`config.mk`:
```
export PLATFORM = sky130hd
export DESIGN_NAME = instr_cache_dm
export DESIGN_NICKNAME = d
export VERILOG_FILES = /design/src/rtl/instr_cache_dm.sv
export SDC_FILE = /design/constraint.sdc
export NUM_CORES = 2
export LEC_CHECK = 0
export CORE_UTILIZATION = 40
export CTS_CLUSTER_DIAMETER = 80
export CTS_CLUSTER_SIZE = 30
export DETAILED_ROUTE_END_ITERATION = 6
export PLACE_DENSITY = 0.52
export RECOVER_POWER = 100
export SLEW_MARGIN = 5
export SYNTH_ARGS = -nofsm -noshare
export SYNTH_HDL_FRONTEND = slang
export SYNTH_SLANG_ARGS = --single-unit
```
`constraint.sdc`:
```
create_clock -name clk -period 4.6 [get_ports clk]
set_clock_uncertainty 0.2 [all_clocks]
set_input_delay 0.46 -clock clk [delete_from_list [all_inputs] [get_ports clk]]
set_output_delay 0.46 -clock clk [all_outputs]
set_load 0.02 [all_outputs]
```
`src/rtl/instr_cache_dm.sv`:
```
// Direct-mapped, read-only instruction cache.
// A hit returns the instruction combinationally in the same cycle. A miss
// stalls the core while a two-state FSM refills the whole line one word per
// memory handshake. Saturating hit and miss counters are exported for debug.
module instr_cache_dm #(
  parameter int LINES          = 16,
  parameter int WORDS_PER_LINE = 4,
  parameter int ADDR_W         = 32
) (
  input  logic              clk,
  input  logic              rst,
  input  logic              cpu_req,
  input  logic [ADDR_W-1:0] cpu_addr,
  output logic [31:0]       cpu_instr,
  output logic              cpu_ready,
  output logic              cpu_stall,
  input  logic              flush,
  output logic              mem_req,
  output logic [ADDR_W-1:0] mem_addr,
  input  logic              mem_ack,
  input  logic [31:0]       mem_rdata,
  output logic [31:0]       hit_count,
  output logic [31:0]       miss_count
);

  localparam int OFF_W   = $clog2(WORDS_PER_LINE);
  localparam int IDX_W   = $clog2(LINES);
  localparam int TAG_LSB = 2 + OFF_W + IDX_W;
  localparam int TAG_W   = ADDR_W - TAG_LSB;

  typedef enum logic {IDLE, REFILL} stateT;

  stateT             state;
  logic [LINES-1:0]  validBits;
  logic [TAG_W-1:0]  tagMem  [LINES];
  logic [31:0]       dataMem [LINES*WORDS_PER_LINE];

  logic [OFF_W-1:0]  wordCnt;
  logic [IDX_W-1:0]  refillIdx;
  logic [TAG_W-1:0]  refillTag;
  logic              flushPend;
  logic              memReqR;
  logic [ADDR_W-1:0] memAddrR;
  logic [31:0]       hitCnt;
  logic [31:0]       missCnt;

  logic [OFF_W-1:0]  addrOff;
  logic [IDX_W-1:0]  addrIdx;
  logic [TAG_W-1:0]  addrTag;
  logic              lookupHit;
  logic              missStart;
  logic              refillAck;
  logic              lastAck;
  logic              clearAll;
  logic [1:0]        unusedAddrBits;

  // The two byte-offset bits never select anything in a word-wide cache.
  assign unusedAddrBits = cpu_addr[1:0];

  assign addrOff = cpu_addr[2 +: OFF_W];
  assign addrIdx = cpu_addr[2 + OFF_W +: IDX_W];
  assign addrTag = cpu_addr[ADDR_W-1:TAG_LSB];

  // Lookup only happens in IDLE; during a refill the core is always stalled.
  assign lookupHit = (state == IDLE) && cpu_req && validBits[addrIdx]
                     && (tagMem[addrIdx] == addrTag);
  assign missStart = (state == IDLE) && cpu_req && !lookupHit;
  assign refillAck = (state == REFILL) && mem_ack;
  assign lastAck   = refillAck && (wordCnt == OFF_W'(WORDS_PER_LINE - 1));

  // A flush seen in IDLE clears immediately; one seen during a refill (or on
  // its final ack) is deferred so the line is written and then wiped as well.
  assign clearAll  = ((state == IDLE) && flush)
                     || (lastAck && (flushPend || flush));

  assign cpu_ready  = lookupHit;
  assign cpu_instr  = lookupHit ? dataMem[{addrIdx, addrOff}] : 32'h0;
  assign cpu_stall  = cpu_req && !lookupHit;
  assign mem_req    = memReqR;
  assign mem_addr   = memAddrR;
  assign hit_count  = hitCnt;
  assign miss_count = missCnt;

  generate
    for (genvar gi = 0; gi < LINES; gi++) begin : gLine
      logic lineValid;
      // Per-line valid bit: set when this line's refill finishes, cleared by flush.
      always_ff @(posedge clk or negedge rst) begin
        if (!rst) begin
          lineValid <= 1'b0;
        end else if (clearAll) begin
          lineValid <= 1'b0;
        end else if (lastAck && (refillIdx == IDX_W'(gi))) begin
          lineValid <= 1'b1;
        end
      end
      assign validBits[gi] = lineValid;
    end
  endgenerate

  // Data and tag storage are not reset; the valid bits guard their contents.
  always_ff @(posedge clk) begin
    if (refillAck) begin
      dataMem[{refillIdx, wordCnt}] <= mem_rdata;
    end
    if (lastAck) begin
      tagMem[refillIdx] <= refillTag;
    end
  end

  // Refill FSM with registered memory request/address and saturating counters.
  always_ff @(posedge clk or negedge rst) begin
    if (!rst) begin
      state     <= IDLE;
      wordCnt   <= '0;
      refillIdx <= '0;
      refillTag <= '0;
      flushPend <= 1'b0;
      memReqR   <= 1'b0;
      memAddrR  <= '0;
      hitCnt    <= '0;
      missCnt   <= '0;
    end else begin
      if (lookupHit && (hitCnt != 32'hFFFF_FFFF)) begin
        hitCnt <= hitCnt + 32'd1;
      end
      case (state)
        IDLE: begin
          if (missStart) begin
            refillIdx <= addrIdx;
            refillTag <= addrTag;
            wordCnt   <= '0;
            memReqR   <= 1'b1;
            memAddrR  <= {cpu_addr[ADDR_W-1:2+OFF_W], {(2+OFF_W){1'b0}}};
            state     <= REFILL;
            if (missCnt != 32'hFFFF_FFFF) begin
              missCnt <= missCnt + 32'd1;
            end
          end
        end
        REFILL: begin
          if (flush) begin
            flushPend <= 1'b1;
          end
          if (mem_ack) begin
            wordCnt  <= wordCnt + 1'b1;
            memAddrR <= memAddrR + ADDR_W'(4);
            if (lastAck) begin
              memReqR   <= 1'b0;
              flushPend <= 1'b0;
              state     <= IDLE;
            end
          end
        end
        default: state <= IDLE;
      endcase
    end
  end

endmodule

```
==> metrics.txt <==
outcome=finished, violations left; violated checks=max-capacitance violations, max-slew violations, negative setup slack; sum of negative setup slack=-388 ps; CTS Sinks=2,575; WP data arrival=3970 ps; Synth warnings=0; worst hold path class=primary input to flop; CP Launch Type=flop; Primary FF master, synth=edfxtp_1; Power Internal=approximately 34 mW; slew margin rel.=-103%; post-synth top area share=73.2%; drt wl/cell=31.8 um; number of max-cap violations=75; chip width=502 um; Synth area leaders=edfxtp_1 (73%), mux4_2 (17%), dfrtp_1 (3.6%); Overall Global Routing Usage=20.8%; Setup crit end kind=output port; CP max FO=6; Clk network pwr share=between 20% and 30%; Synth top cells by count=edfxtp_1 (2,432), mux4_2 (753), clkbuf_1 (153), dfrtp_1 (143), nor2_1 (124); total vias in the final route=about 47,000; vias in the first global route=47,600; reg2reg path depth=5; net load switching power=~12 mW; met3 GRT Util=2.78%; footprint of the multi-input gates=22,500 sq um; CTS clock-pin slew for the worst setup and hold paths=110 ps; row count=between 150 and 200; grt peak-use layer=met2; Post-Syn Area per Cell=22.8 sq um; Clock Path Buffers=3; PD cells=411 nW/um^2; WS Path Type=flop to output port; largest net degree at the start of global routing=88; Fill cells=20,900; internal reg-to-reg setup slack=10 ps; first-pass GRT wire length=between 300,000 and 400,000 um; post-route ant nets=0; Layout area overhead=12.5%; die area=252,000 sq um; Post-synth ARST share=under 10%; register bit total from synthesis=2,575; PortBufs=between 150 and 200; Distinct cells, synth=60; Hold Path Origin=cpu_addr[5]; clk_lat worst skew=840 ps; total CTS buffers=118; dominant cell type by area after synthesis=edfxtp_1; Finished Core Util=45.2%; Peak VDD IR=about 0.32 mV; Critical Path Source=tagMem[7][3]; Least-Margin Pin Slew=roughly 3100 ps; global route overflow=0; DRT Pass-1 Iters=7; H-Tree Level Count=3; Mapped Area=99,800 sq um; final WL=about 260,000 um; Root Driver=clkbuf_16; share of total power in combinational logic=10.2%; RSZ-0062 raised after global routing=yes; final hold vios=0; # DRC=0; FF-to-FF Start=state; GP Congestion=0.787; met2 usage=34.0%; GRT met1 Usage=29.9%; Flop pwr share=60.5%; Reg area=76,600 sq um; layout cells sized above 1=between 20% and 30%; Post-synth EDFFs=2,432; Req. time, crit path=3940 ps; Starting Density=around two fifths; drt first-iter violations=4,393; Top Ports=200; chip height=502 um; Hold EP=mem_addr[5]; most frequent cell after synthesis=edfxtp_1; register area share after synthesis=76.8%; top achievable clock speed=216 MHz; routed vias/inst=5.69; worst r2r dst=dataMem[59][15]; Layout Nets=4,839; initial antenna violation count=20; WHS Path Cells=3; Min Clock Period, post-route=4630 ps; final period utilization=101%; TritonCTS clock tree=yes; cells after synthesis=roughly 4,400; switching share of power=25.4%; Leakage=between 30 and 40 nW; Slew Viols, Final=around 2,900; final setup fails=16; detailed placement HPWL=154,000 um; setup ws final=-32.6 ps; core area=248,000 sq um
[placed cells by master, fill, tap and decap left out, types with 22 or more instances in the layout]
master           count
nand3_1             60
a21oi_1             24
inv_1               22
mux2i_1             52
buf_6               27
dfrtp_1            143
nand4_1             26
mux2_2              33
nand2_1             76
buf_4              120
clkdlybuf4s50_1     28
nor2_1              79
and3_1              24
xnor2_1             49
edfxtp_1          2432
mux4_2             753
o21ai_0             35
nor3_1              34
dlygate4sd3_1       97
and2_4              30
buf_12              65
clkbuf_2            42
xor2_1              38
clkbuf_1           107
clkbuf_16          120
nor2_4              42
[metal layers]
| metal | share of wire, % | routed length, um | vias to the layer above |
|---|---|---|---|
| met2 | 49 | 127000 | 1238 |
| li1 | - | - | 19200 |
| met3 | 5.5 | 14400 | 199 |
| met4 | 2.1 | 5590 | 4 |
| met1 | 44 | 114000 | 26000 |
| met5 | 0.010 | 27 | - |
[power groups by stage]
stage / clock, mW / combinational [mW] / sequential [mW]
6_report: 13.5 / 4.71 / 27.9
3_3_place_gp: 0 / 4.93 / 28.4
4_1_cts: 13.9 / 4.99 / 27.9
3_5_place_dp: 0 / 4.98 / 28.4
5_1_grt: 14.6 / 5.01 / 28.1
2_1_floorplan: 0 / 2.43 / 28.2
[critical path, cell delays in order (launching register included)]
cell      delay [ps]
edfxtp_1         380
mux4_2           480
a22o_1           240
a221oi_2         240
xnor2_1          110
or3b_1           370
nor4b_2          230
buf_4            160
nand4_1          110
buf_6            180
inv_12           100
buf_12           150
buf_12           120
and2_1           130
buf_6            120
[state kept, by name, summed over array words and instances (netlist names), 4 cells and up]
register / flops
gLine.lineValid: 16
hit_count: 32
tagMem: 384
refillTag: 24
refillIdx: 4
mem_addr: 30
miss_count: 32
dataMem: 2048
[final cells by class]
| cell class | count | share of cell area, % |
|---|---|---|
| diodes | 11 | 0.0245 |
| clock buffers | 129 | 2.71 |
| clock inverters | 84 | 1.03 |
| inverters | 24 | 0.0936 |
| multi-input cells | 1541 | 20.1 |
| flip-flops and latches | 2575 | 68.3 |
| well taps | 3330 | 3.71 |
| repair buffers | 506 | 4.10 |
[timing repair]
| action | in CTS | in global routing |
|---|---|---|
| hold endpoints to repair | 56 | 0 |
| endpoints found under the setup margin | 34 | 34 |
| pin swaps | 4 | 0 |
| gates cloned | 3 | 0 |
| hold buffers | 3 | 0 |
| setup buffers | 5 | 2 |
| gates resized for setup | 138 | 16 |
[kinds of logic after synthesis]
group / Yosys count / share of synthesized area, %
flops: 2575 / 76.8
mux: 838 / 17.9
simple gates: 450 / 2.30
buf+inv: 256 / 1.06
compound gates: 160 / 1.18
xor+xnor: 87 / 0.763
fa+ha+maj: 4 / 0.0501
other cells: 1 / 0.00376
[worst max-delay path by stage]
stage / slack, ps / end
3_5_place_dp: -270 / cpu_instr[20]
6_report: -30 / cpu_instr[8]
3_3_place_gp: -260 / cpu_instr[31]
4_1_cts: -150 / cpu_instr[24]
5_1_grt: -260 / cpu_instr[8]
2_1_floorplan: 560 / cpu_instr[22]
[stage by stage]
step / power (mW) / hold WS [ps] / cell area, sq um / std cells / worst slack (ps)
floorplan: 30.6 / -35.6 / 99800 / 4372 / 560
global placement: 33.3 / 270 / 109000 / 7965 / -265
detailed placement: 33.4 / 275 / 109000 / 7965 / -272
CTS: 46.8 / 21.8 / 113000 / 8189 / -153
global route: 47.7 / 53.6 / 112000 / 8191 / -257
finish: 46.2 / 103 / 112000 / 8200 / -32.6
Note: power is estimated with default switching activity, not from simulation.
==> edit (same flow settings) <==
Register the output `hit_count` once more, with the module's reset; this adds one clock of latency there. The other outputs are not delayed to match.
--- a/src/rtl/instr_cache_dm.sv
+++ b/src/rtl/instr_cache_dm.sv
@@ -78,7 +78,13 @@
   assign cpu_stall  = cpu_req && !lookupHit;
   assign mem_req    = memReqR;
   assign mem_addr   = memAddrR;
-  assign hit_count  = hitCnt;
+  always_ff @(posedge clk or negedge rst) begin
+    if (!rst) begin
+      hit_count <= '0;
+    end else begin
+      hit_count <= hitCnt;
+    end
+  end
   assign miss_count = missCnt;
 
   generate
Check against the original RTL: not settled (the Yosys comparison gave no result); the edit may change what the design does.
==> edit against the original RTL <==
  * The run still ends with max-capacitance violations, max-slew violations, negative setup slack left
  * Final area is 0.63% higher
  * Combinational power down 5.5%
  * Sequential cell count is 32 higher
  * Non-clock buffer count is 14 higher
  * Wire length decreased by 1.3%
  * Critical path depth shrank 2
  * Area after synthesis grew 0.89%
  * Die area grew 0.89%
  * Utilization increased by 0.12 points
  * Count of clock-buffer cells in the layout is 2 higher
  * Total power decreased by 0.24%
  * Worst setup slack worse by 0.038 ns
  * Critical path type unchanged
  * Critical endpoint is now cpu_instr[2]
  * Largest cell class unchanged
==> edit: results <==
yosys:
  synth_area_um2: 100700
  avgSynthCellArea_um2: 22.78
  synth-compound-area-share: 0.01040
  synth_xor_area_frac: 0.008250
  synthArstFlopShare: 0.06713
  ys_ff_latch: 2607
  synth_adder_area_share: 0.0004970
placement:
  place_inst: 8036
final_layout:
  buffer_area_frac: 0.03990
  final_area_um2: 112900
  multi_input_area_um2: 22600
  nNonClkBuffers: 520
outcome:
  violations: "max-capacitance violations, max-slew violations, negative setup slack"
  status: "finished with violations"
sta:
  setup_viol: 16
  holdWs_ns: 0.03285
  slew_viol_final: 2250
  fin_ws_ns: -0.07105
routing:
  vias: 46820
  routedWlPerCell_um: 31.09
clock_network:
  cts_buffers: 120
global_routing:
  track_usage: 0.2030
  grt_pass1_vias: 47985
critical_path:
  slowest_delay_ns: 0.50
hold_path:
  holdPathEnd: "refillIdx[3]$_DFFE_PN0P_"
power:
  p_sw_frac: 0.2511
  clock_power_share: 0.294
  seq_power_share: 0.610
flow_run:
  maxCapViolCount: 36
==> edit: how the worst max path moves through the flow <==
stage                             from             to  depth (start not counted)
2_1_floorplan              cpu_addr[4]  cpu_instr[28]                         12
3_3_place_gp               cpu_addr[6]   cpu_instr[2]                         15
3_5_place_dp               cpu_addr[6]  cpu_instr[22]                         15
4_1_cts        tagMem[2][23]$_DFFE_PP_  cpu_instr[11]                         12
5_1_grt        tagMem[4][23]$_DFFE_PP_   cpu_instr[4]                         12
6_report       tagMem[6][23]$_DFFE_PP_   cpu_instr[2]                         12
==> edit: timing repair <==
item                       in CTS  in global routing
cloned                          1                  0
hold endpoints to repair      102                  0
hold buffers                    1                  0
resized for setup              95                 28
buffers inserted                5                  3
setup endpoints to repair      34                 34
pin swaps                       3                  3
==> edit: metal layers <==
metal	up-vias	wire, um	global-route usage
met5	-	34	0
met4	6	4448	0.04043
met3	223	12840	0.02858
met2	1177	131000	0.3468
met1	26031	108800	0.2781
li1	19383	-	-
